`src/rtl/fib_pkg.sv`:
```
// Package: fib_pkg
// Shared definitions for the Fibonacci calculator control path:
//   - ALU opcodes understood by the datapath
//   - register-file indices (R0 count, R1 a, R2 b, R3 temp)
//   - 4-bit controller state encoding
//   - the control word the decoder produces for each state
package fib_pkg;

   localparam logic [2:0] OP_ADD  = 3'b000;  // A + B
   localparam logic [2:0] OP_SUB  = 3'b001;  // A - B
   localparam logic [2:0] OP_DEC  = 3'b010;  // A - 1
   localparam logic [2:0] OP_PASS = 3'b011;  // A

   localparam logic [1:0] REG_CNT = 2'd0;
   localparam logic [1:0] REG_A   = 2'd1;
   localparam logic [1:0] REG_B   = 2'd2;
   localparam logic [1:0] REG_T   = 2'd3;

   typedef enum logic [3:0] {
      S_IDLE = 4'd0,
      S_LD_N = 4'd1,
      S_LD_A = 4'd2,
      S_LD_B = 4'd3,
      S_TEST = 4'd4,
      S_ADD  = 4'd5,
      S_MOV1 = 4'd6,
      S_MOV2 = 4'd7,
      S_DEC  = 4'd8,
      S_DONE = 4'd9
   } state_e;

   // Everything the datapath needs from one state, except the SIZE-wide load value.
   typedef struct packed {
      logic [1:0] wrt_addr;
      logic [1:0] rd_addr1;
      logic [1:0] rd_addr2;
      logic       wrt_en;
      logic       load_data;
      logic [2:0] alu_opcode;
      logic       busy;
      logic       done;
   } ctrl_word_t;

endpackage

```
`src/rtl/fib_ctrl_decode.sv`:
```
// Module: fib_ctrl_decode
// Purely combinational state -> control word decode for fib_controller.
// Ports:
//   state  in   state_e       current controller state
//   n_q    in   SIZE          captured index n (loaded into R0 in LD_N)
//   ctrl   out  ctrl_word_t   addresses, write enable, load select, opcode, busy, done
//   count  out  SIZE          immediate load value
module fib_ctrl_decode
   import fib_pkg::*;
#(
   parameter int SIZE = 4
) (
   input  state_e          state,
   input  logic [SIZE-1:0] n_q,
   output ctrl_word_t      ctrl,
   output logic [SIZE-1:0] count
);

   always_comb begin
      ctrl            = '0;
      ctrl.alu_opcode = OP_PASS;
      ctrl.busy       = (state != S_IDLE);
      count           = '0;
      case (state)
         S_LD_N: begin
            ctrl.wrt_en    = 1'b1;
            ctrl.load_data = 1'b1;
            ctrl.wrt_addr  = REG_CNT;
            count          = n_q;
         end
         S_LD_A: begin
            ctrl.wrt_en    = 1'b1;
            ctrl.load_data = 1'b1;
            ctrl.wrt_addr  = REG_A;
            count          = '0;
         end
         S_LD_B: begin
            ctrl.wrt_en    = 1'b1;
            ctrl.load_data = 1'b1;
            ctrl.wrt_addr  = REG_B;
            count          = SIZE'(1);
         end
         S_TEST: begin
            // R0 passes through the ALU so the datapath reports zero_flag for it.
            ctrl.rd_addr1 = REG_CNT;
         end
         S_ADD: begin
            ctrl.rd_addr1   = REG_A;
            ctrl.rd_addr2   = REG_B;
            ctrl.alu_opcode = OP_ADD;
            ctrl.wrt_addr   = REG_T;
            ctrl.wrt_en     = 1'b1;
         end
         S_MOV1: begin
            ctrl.rd_addr1 = REG_B;
            ctrl.wrt_addr = REG_A;
            ctrl.wrt_en   = 1'b1;
         end
         S_MOV2: begin
            ctrl.rd_addr1 = REG_T;
            ctrl.wrt_addr = REG_B;
            ctrl.wrt_en   = 1'b1;
         end
         S_DEC: begin
            ctrl.rd_addr1   = REG_CNT;
            ctrl.alu_opcode = OP_DEC;
            ctrl.wrt_addr   = REG_CNT;
            ctrl.wrt_en     = 1'b1;
         end
         S_DONE: begin
            ctrl.done = 1'b1;
         end
         default: ;
      endcase
   end

endmodule

```
`src/rtl/fib_controller.sv`:
```
// Module: fib_controller
// Control-path FSM for the Fibonacci calculator. Sequences a 4-register / ALU
// datapath to compute F(n) (F(0)=0, F(1)=1); the result sits in R1 when done pulses.
// Build option: FIB_CTRL_ABORT_EN adds an abort input that returns a run to IDLE.
// Ports:
//   clk, rst_n     clock, synchronous active-low reset
//   start, n_in    start request (sampled in IDLE only) and index n
//   zero_flag      datapath ALU result == 0 for the current opcode
//   abort          (FIB_CTRL_ABORT_EN only) cancel the current run
//   wrt_addr, rd_addr1, rd_addr2, wrt_en, load_data, alu_opcode, count
//                  datapath control word
//   busy, done     status: busy outside IDLE; done pulses for one cycle
module fib_controller
   import fib_pkg::*;
#(
   parameter int SIZE = 4
) (
   input  logic            clk,
   input  logic            rst_n,
   input  logic            start,
   input  logic [SIZE-1:0] n_in,
   input  logic            zero_flag,
`ifdef FIB_CTRL_ABORT_EN
   input  logic            abort,
`endif
   output logic [1:0]      wrt_addr,
   output logic [1:0]      rd_addr1,
   output logic [1:0]      rd_addr2,
   output logic            wrt_en,
   output logic            load_data,
   output logic [2:0]      alu_opcode,
   output logic [SIZE-1:0] count,
   output logic            busy,
   output logic            done
);

   // Start protocol: start is a request level, looked at only while IDLE. The
   // edge that sees start high in IDLE accepts it and captures n_in; start at
   // any other time (including DONE) is dropped, never queued.

   state_e          state;
   state_e          state_nxt;
   logic [SIZE-1:0] n_q;
   ctrl_word_t      ctrl;
   logic            abort_hit;

`ifdef FIB_CTRL_ABORT_EN
   // DONE is excluded so a finished run always delivers its done pulse.
   assign abort_hit = abort && (state != S_IDLE) && (state != S_DONE);
`else
   assign abort_hit = 1'b0;
`endif

   always_ff @(posedge clk) begin
      if (!rst_n) begin
         state <= S_IDLE;
         n_q   <= '0;
      end else begin
         state <= state_nxt;
         if (state == S_IDLE && start)
            n_q <= n_in;
      end
   end

   always_comb begin
      state_nxt = state;
      if (abort_hit) begin
         state_nxt = S_IDLE;
      end else begin
         case (state)
            S_IDLE:  if (start) state_nxt = S_LD_N;
            S_LD_N:  state_nxt = S_LD_A;
            S_LD_A:  state_nxt = S_LD_B;
            S_LD_B:  state_nxt = S_TEST;
            S_TEST:  state_nxt = zero_flag ? S_DONE : S_ADD;
            S_ADD:   state_nxt = S_MOV1;
            S_MOV1:  state_nxt = S_MOV2;
            S_MOV2:  state_nxt = S_DEC;
            S_DEC:   state_nxt = S_TEST;
            S_DONE:  state_nxt = S_IDLE;
            default: state_nxt = S_IDLE;
         endcase
      end
   end

   fib_ctrl_decode #(.SIZE(SIZE)) u_decode (
      .state (state),
      .n_q   (n_q),
      .ctrl  (ctrl),
      .count (count)
   );

   assign wrt_addr   = ctrl.wrt_addr;
   assign rd_addr1   = ctrl.rd_addr1;
   assign rd_addr2   = ctrl.rd_addr2;
   // An abort suppresses the write of the state it lands in.
   assign wrt_en     = ctrl.wrt_en && !abort_hit;
   assign load_data  = ctrl.load_data;
   assign alu_opcode = ctrl.alu_opcode;
   assign busy       = ctrl.busy;
   assign done       = ctrl.done;

endmodule
```
`config.mk`:
```
export PLATFORM = sky130hd
export DESIGN_NAME = fib_controller
export DESIGN_NICKNAME = d
export VERILOG_FILES = /design/src/rtl/fib_pkg.sv /design/src/rtl/fib_ctrl_decode.sv /design/src/rtl/fib_controller.sv
export SDC_FILE = /design/constraint.sdc
export NUM_CORES = 1
export LEC_CHECK = 0
export CORE_MARGIN = 8
export CORE_UTILIZATION = 35
export DETAILED_ROUTE_END_ITERATION = 6
export GPL_TIMING_DRIVEN = 0
export PLACE_DENSITY = 0.84
export SLEW_MARGIN = 20
export SYNTH_ARGS = -nofsm -noshare
export SYNTH_HDL_FRONTEND = slang
export SYNTH_SLANG_ARGS = --single-unit
```
`constraint.sdc`:
```
create_clock -name clk -period 1.2 [get_ports clk]
set_input_delay 0.24 -clock clk [delete_from_list [all_inputs] [get_ports clk]]
set_output_delay 0.24 -clock clk [all_outputs]
set_load 0.03 [all_outputs]
```
==> results of run 1 <==
[kinds of logic after synthesis]
family	share of synthesized area (%)
other cells	0.722
xor+xnor	3.37
simple gates	33.5
flops	30.8
buf+inv	11.3
compound gates	18.3
mux	1.93
[power by group through the flow]
stage / Clock (mW) / Sequential, mW / Combinational [mW]
after floorplan: 0 / 0.312 / 0.298
after global placement: 0 / 0.315 / 0.433
after detailed placement: 0 / 0.316 / 0.440
after CTS: 0.210 / 0.316 / 0.574
after global routing: 0.218 / 0.327 / 0.742
final: 0.206 / 0.324 / 0.698
[layout make-up]
cell class	count	area share, %
clock buffers	3	1.96
plain buffers	5	4.58
multi-input cells	48	39.3
well taps	16	1.74
inverters	4	1.53
repair buffers	40	35.8
flip-flops and latches	8	15.0
[state kept, by name, indices dropped and copies added, names as in the netlist]
register	flops
state	4
n_q	4
[through the flow]
| step | utilization (%) | setup slack, ps | cells | TNS (ps) | hold slack [ps] |
|---|---|---|---|---|---|
| 6_report | 79.0 | -359 | 124 | -4700 | 465 |
| 5_1_grt | 79.0 | -407 | 124 | -5940 | 476 |
| 4_1_cts | 68.2 | -350 | 115 | -4830 | 462 |
| 3_5_place_dp | 56.5 | -761 | 104 | -10230 | 473 |
| 3_3_place_gp | 56.5 | -750 | 104 | -9870 | 468 |
| 2_1_floorplan | - | -89.5 | 66 | -1220 | 375 |
[synth_stat cells, drive strengths merged, types with 2 or more instances]
cell type and count:
o21ai 8, and3 6, nand3 4, nor2b 4
nor3 3, nand2 2, a21boi 4, nor2 4
buf 6, inv 4, xor2 2, dfxtp 8
[metal layers]
layer | track usage, % | up-vias
li1 | - | 309
met1 | 11.1 | 283
met2 | 22.3 | 18
met3 | 3.26 | 2
met4 | 4.51 | 0
met5 | 0 | -
[tightest hold or removal path: stages (launching register included)]
cell	delay (ps)
dfxtp_1	310
o21ai_2	50
a21boi_1	50
[cells in the final DEF (no fill, tap or decap), drive strengths merged]
master	netlist	routed
nand2	2	2
nor2	4	4
clkdlybuf4s50	0	7
a21oi	1	1
mux2i	1	1
xor2	2	2
o21ai	8	8
nor4	1	1
conb	1	2
o21bai	1	1
dfxtp	8	8
a21boi	4	4
clkbuf	0	4
nor2b	4	4
and2	1	1
nand3b	1	1
inv	4	4
nor3	3	3
buf	6	37
nor4bb	1	1
nand2b	1	1
nand3	4	4
a32oi	1	1
and3	6	6
[repair_timing]
action,in CTS,in global routing
gates cloned,0,1
pin swaps,5,9
hold buffers,0,0
gates resized for setup,122,18
endpoints found under the hold margin,0,0
buffers inserted,8,10
setup endpoints to repair,22,22
[worst max path at each step]
stage / endpoint / slack [ps] / cells past startpoint
after global routing: alu_opcode[0] / -410 / 5
after detailed placement: wrt_en / -760 / 5
after floorplan: wrt_addr[0] / -90 / 4
after CTS: alu_opcode[0] / -350 / 5
final: count[0] / -360 / 5
after global placement: wrt_en / -750 / 5
==> results_dict.tcl, run 1 <==
set metrics [dict create \
    outcome "complete, but fails checks" \
    violations "setup timing" \
    cts.path.max_buffers 2 \
    place_congestion 0.711 \
    grt_pass1_vias 593 \
    synth-seq-cells 8 \
    grt_pass1_wl_um 2530 \
    worstHoldEndpoint "n_q[1]" \
    synth_area_sq_um 519 \
    vdd_ir_drop_max_mv 0.840 \
    cp-startpoint "state[0]" \
    cp-end-kind "primary output" \
    die_w_um 54.5 \
    fin_crit_sh_pct 130 \
    slew_viol_final 0 \
    ys.flop_type "dfxtp_1" \
    critPathMaxStageDelay_ps 340 \
    multi_input_area_sq_um 452 \
    synthArstFlopShare_pct 0 \
    worstPathRequired_ps 960 \
    synth_edf_count 0 \
    crit_arrival_ps 1320 \
    switching_share_pct 37.0 \
    vias_per_cell 4.94 \
    fp.coreArea_sq_mm 0.00145 \
    cts_buffers 3 \
    crit_slowest_cell "dfxtp_4" \
    die_h_um 54.5 \
    fin_ws_ps -359 \
    yosys.cell_types.count 28 \
    power_frac_seq_pct 26.4 \
    synth_top_area_share_pct 30.8 \
    synthesis.instances 65 \
    firstDrtPassIters 2 \
    ys_seq_area_share_pct 30.8 \
    place_area_sq_um 821 \
    start_util_pct 35.7 \
    cts_max_level 1 \
    drive_gt1_share_pct 72.2 \
    cts_sinks 8 \
    topRoutingLayerUsed "met4" \
    r2r_start "state[1]" \
    syn-mean-instance-area_sq_um 7.99 \
    num-fill-cells 104 \
    rsz0062_at_grt "yes" \
    dr_total_vias 612 \
    fin_nets 118 \
    dr_wl_met2_um 1020 \
    drt_wl_total_um 1860 \
    drc 0 \
    worst-path-buf-inv 2 \
    pwr-share-comb_pct 56.8 \
    grt_overflow 0 \
    synth_area_leader_cell "dfxtp_1" \
    antenna_found_initial 0 \
    antenna_cells 0 \
    path_common_cell "buf_6" \
    cp_top_family "simple AND/OR/NAND/NOR gates" \
    finClkSkew_ps 1.15 \
    final_area_sq_mm 0.00115 \
    setup_viol 21 \
    path_cells "buf_6 > nor2b_4 > o21ai_1 > nor2_2 > buf_6" \
    grt_usage_pct 11.5 \
    yosys-top-cells-area "dfxtp_1 (31%), and3_1 (7.2%), a21boi_1 (5.8%)" \
    wl_per_cell_um 15.0 \
    p_clk_share_pct 16.8 \
    reg2reg_depth 5 \
    area_growth_pct 121 \
    dieArea_sq_mm 0.00297 \
    cp-start-kind "register" \
    hold_depth 2 \
    regArea_sq_um 173 \
    critical_path.max_fanout 7 \
    row_count 14 \
    route.met3.wl_um 106 \
    grt_max_degree 11 \
    cap_violations 0 \
    internal-power_mw 0.773 \
    routedLengthMet1_um 712 \
    fin_crit_ps 1560 \
    cts_tree "done" \
    holdCritPathClass "reg -> reg" \
    fmax_mhz 642 \
    worstSetupPathType "reg -> out" \
    reg2reg_slack_ps -70 \
    power.total_mw 1.23 \
    min_from "n_q[1]" \
    p_per_area_mw_per_mm2 1070 \
    io_pins 25 \
    hpwl_um 1110 \
    port_buffers 22 \
    r2r-end "state[3]" \
    ys_warn_count 0 \
    first_iter_violations 4 \
    cts.clk_slew.worst_paths_ps 50 \
    antenna_left 0 \
    clock_latency_ps 250 \
    cellLeakagePower_nw 0.516 \
    switching_power_mw 0.455 \
    hold_viol 0 \
    clock-root-buffer "clkbuf_4" \
]
(Power assumes the default switching activity.)
==> inputs of run 2 (changes only) <==
--- a/config.mk
+++ b/config.mk
@@ -5,6 +5,7 @@
 export SDC_FILE = /design/constraint.sdc
 export NUM_CORES = 1
 export LEC_CHECK = 0
+export ABC_CLOCK_PERIOD_IN_PS = 1200
 export CORE_MARGIN = 8
 export CORE_UTILIZATION = 35
 export DETAILED_ROUTE_END_ITERATION = 6
==> results of run 2 <==
Same layout as run 1: the final DEF is identical, and so are final timing and power.
==> inputs of run 3 (changes only) <==
--- a/config.mk
+++ b/config.mk
@@ -5,12 +5,13 @@
 export SDC_FILE = /design/constraint.sdc
 export NUM_CORES = 1
 export LEC_CHECK = 0
+export ABC_AREA = 1
 export ABC_CLOCK_PERIOD_IN_PS = 1200
 export CORE_MARGIN = 8
-export CORE_UTILIZATION = 35
+export CORE_UTILIZATION = 33
 export DETAILED_ROUTE_END_ITERATION = 6
 export GPL_TIMING_DRIVEN = 0
-export PLACE_DENSITY = 0.84
+export PLACE_DENSITY_LB_ADDON = 0.08
 export SLEW_MARGIN = 20
 export SYNTH_ARGS = -nofsm -noshare
 export SYNTH_HDL_FRONTEND = slang
==> run 3 against run 2 <==
Compared with the run above: critical endpoint unchanged; first-iteration DRC count grew 75%; highest routed layer unchanged; combinational power decreased by 32%; total power is 20% lower; sequential power is 2% lower; core utilization shrank 10 points; the run still ends with setup timing left; routed wire length decreased by 30%; worst hold slack worse by 3.1 ps; synthesized cell count grew 12%; count of clock-buffer cells in the layout did not move.
==> results_dict.tcl, run 3 <==
set metrics [dict create \
    synth.most_common_cell "nand2_1" \
    synth-seq-cells 8 \
    r2r-end "n_q[1]" \
    grt_pass1_vias 496 \
    antenna_cells 0 \
    wl_per_cell_um 10.4 \
    final_area_sq_um 988 \
    cp-start-kind "register" \
    fin_ws_ps -252 \
    cts.path.max_buffers 2 \
    cts.clk_slew.worst_paths_ps 50 \
    ys_warn_count 0 \
    hold_viol 0 \
    fmax_mhz 689 \
    violations "setup timing" \
    grt_overflow 0 \
    hold_depth 2 \
    cts_buffers 3 \
    cap_violations 0 \
    min_from "n_q[3]" \
    path_cells "nor2_4 > nand3_4 > o22ai_4 > buf_6" \
    area_growth_pct 104 \
    die_w_um 54.4 \
    cp-startpoint "state[3]" \
    fin_nets 119 \
    synthArstFlopShare_pct 0 \
    reg2reg_slack_ps -60 \
    dieArea_sq_mm 0.00295 \
    dp_cells 112 \
    final_cell_mix "buf_6 (15), nand2_1 (14), nor2_4 (12)" \
    reg2reg_depth 8 \
    grt_usage_pct 9.26 \
    cp-end-kind "primary output" \
    clock-root-buffer "clkbuf_4" \
    cts_tree "done" \
    cp_top_family "flip-flops" \
    vias_per_cell 4.46 \
    grt_pass1_wl_um 2040 \
    syn-mean-instance-area_sq_um 6.65 \
    r2r_start "state[3]" \
    worstSetupPathType "reg -> out" \
    fin_crit_sh_pct 121 \
    synth_area_sq_um 485 \
    antenna_found_initial 0 \
    drc 0 \
    start_util_pct 33.8 \
    hpwl_um 1030 \
    dr_total_vias 558 \
    grt_max_degree 8 \
    setup_viol 19 \
    first_iter_violations 7 \
    pre_cts_slack_ps -765 \
    fp.coreArea_sq_mm 0.00144 \
    synth_area_leader_cell "dfxtp_1" \
    place_area_sq_um 791 \
    synthTopCellsByCount "nand2_1 (15), inv_1 (11), nor2_1 (11)" \
    crit_arrival_ps 1210 \
    slew_viol_final 0 \
    firstDrtPassIters 4 \
    clock_latency_ps 240 \
    row_count 14 \
    vdd_ir_drop_max_mv 0.696 \
    finClkSkew_ps 3.85 \
    stdcell_count 125 \
    die_h_um 54.4 \
    yosys-top-cells-area "dfxtp_1 (33%), nand2_1 (12%), inv_1 (8.5%)" \
    cts_sinks 8 \
    ys.flop_type "dfxtp_1" \
    place_congestion 0.781 \
    crit_slowest_cell "dfxtp_4" \
    worstHoldEndpoint "n_q[3]" \
    synthesis.instances 73 \
    io_pins 25 \
    largestRegisters "n_q: 4 flops, state: 4 flops" \
    critPathMaxStageDelay_ps 360 \
    synth_top_area_share_pct 33.0 \
    drive_gt1_share_pct 56.0 \
    cts_max_level 1 \
    synth_edf_count 0 \
    critical_path.max_fanout 5 \
    outcome "complete, but fails checks" \
    cellLeakagePower_nw 0.414 \
    ys_seq_area_share_pct 33.0 \
    antenna_left 0 \
    fin_crit_ps 1450 \
    worstPathRequired_ps 960 \
    holdCritPathClass "reg -> reg" \
    p_per_area_mw_per_mm2 993 \
    rsz0062_at_grt "yes" \
    drt_wl_total_um 1300 \
    mostFrequentLayoutCell "buf_6" \
    worst-path-buf-inv 1 \
    yosys.cell_types.count 19 \
    port_buffers 22 \
]
[run 3: final cells by class]
cell class              count  area [sq um]
inverters                  14          62.6
flip-flops and latches      8           173
clock buffers               3          22.5
well taps                  16          20.0
multi-input cells          50           384
repair buffers             32           312
plain buffers               2          15.0
fillers                   134           448
[run 3: stage by stage]
| step | setup TNS [ps] | hold slack, ps | total power [mW] | util, % |
|---|---|---|---|---|
| final | -3040 | 462 | 0.982 | 68.8 |
| after global routing | -4720 | 501 | 1.05 | 68.8 |
| after global placement | -8400 | 454 | 0.690 | 55.1 |
| after floorplan | -1120 | 381 | 0.571 | - |
| after CTS | -2960 | 464 | 0.940 | 63.3 |
| after detailed placement | -8580 | 456 | 0.693 | 55.1 |
[run 3: report_power, final]
group          internal (mW)  total, mW  switching [mW]
clock network          0.113      0.188          0.0744
logic                  0.209      0.476           0.268
registers              0.289      0.318          0.0287
total                  0.611      0.982           0.371
[run 3: kinds of logic after synthesis]
family                 count (synthesis)  share of synthesized area (%)
buffers and inverters                 16                           13.9
AO/OA/AOI/OAI                          9                           9.54
other                                  1                          0.772
AND/OR/NAND/NOR                       39                           42.8
flip-flops                             8                           33.0
[run 3: worst max path at each step]
| stage | endpoint | slack (ps) | cells past startpoint |
|---|---|---|---|
| 2_1_floorplan | wrt_en | -250 | 6 |
| 3_3_place_gp | count[0] | -750 | 3 |
| 3_5_place_dp | count[0] | -760 | 4 |
| 4_1_cts | wrt_addr[1] | -270 | 7 |
| 5_1_grt | count[0] | -350 | 4 |
| 6_report | count[0] | -250 | 4 |
[run 3: worst register-to-register path: stages (launching register included)]
cell and delay [ps]:
dfxtp_4 360, nor2_4 170, buf_4 140, buf_6 100
buf_4 110, nand3_4 90, inv_4 80, nand2_1 40
a21oi_1 110
[run 3: per-layer routing]
layer | track usage (%) | vias up | part of all wire [%]
li1 | - | 302 | -
met1 | 10.1 | 239 | 42
met2 | 15.5 | 15 | 47
met3 | 3.26 | 2 | 10
met4 | 4.92 | 0 | 0.61
met5 | 0 | - | 0
[run 3: repair_timing]
action / in CTS / in global routing
cloned: 0 / 0
hold buffers: 0 / 0
setup buffers: 7 / 4
pin swaps: 6 / 3
resized for setup: 114 / 15
endpoints found under the setup margin: 15 / 19
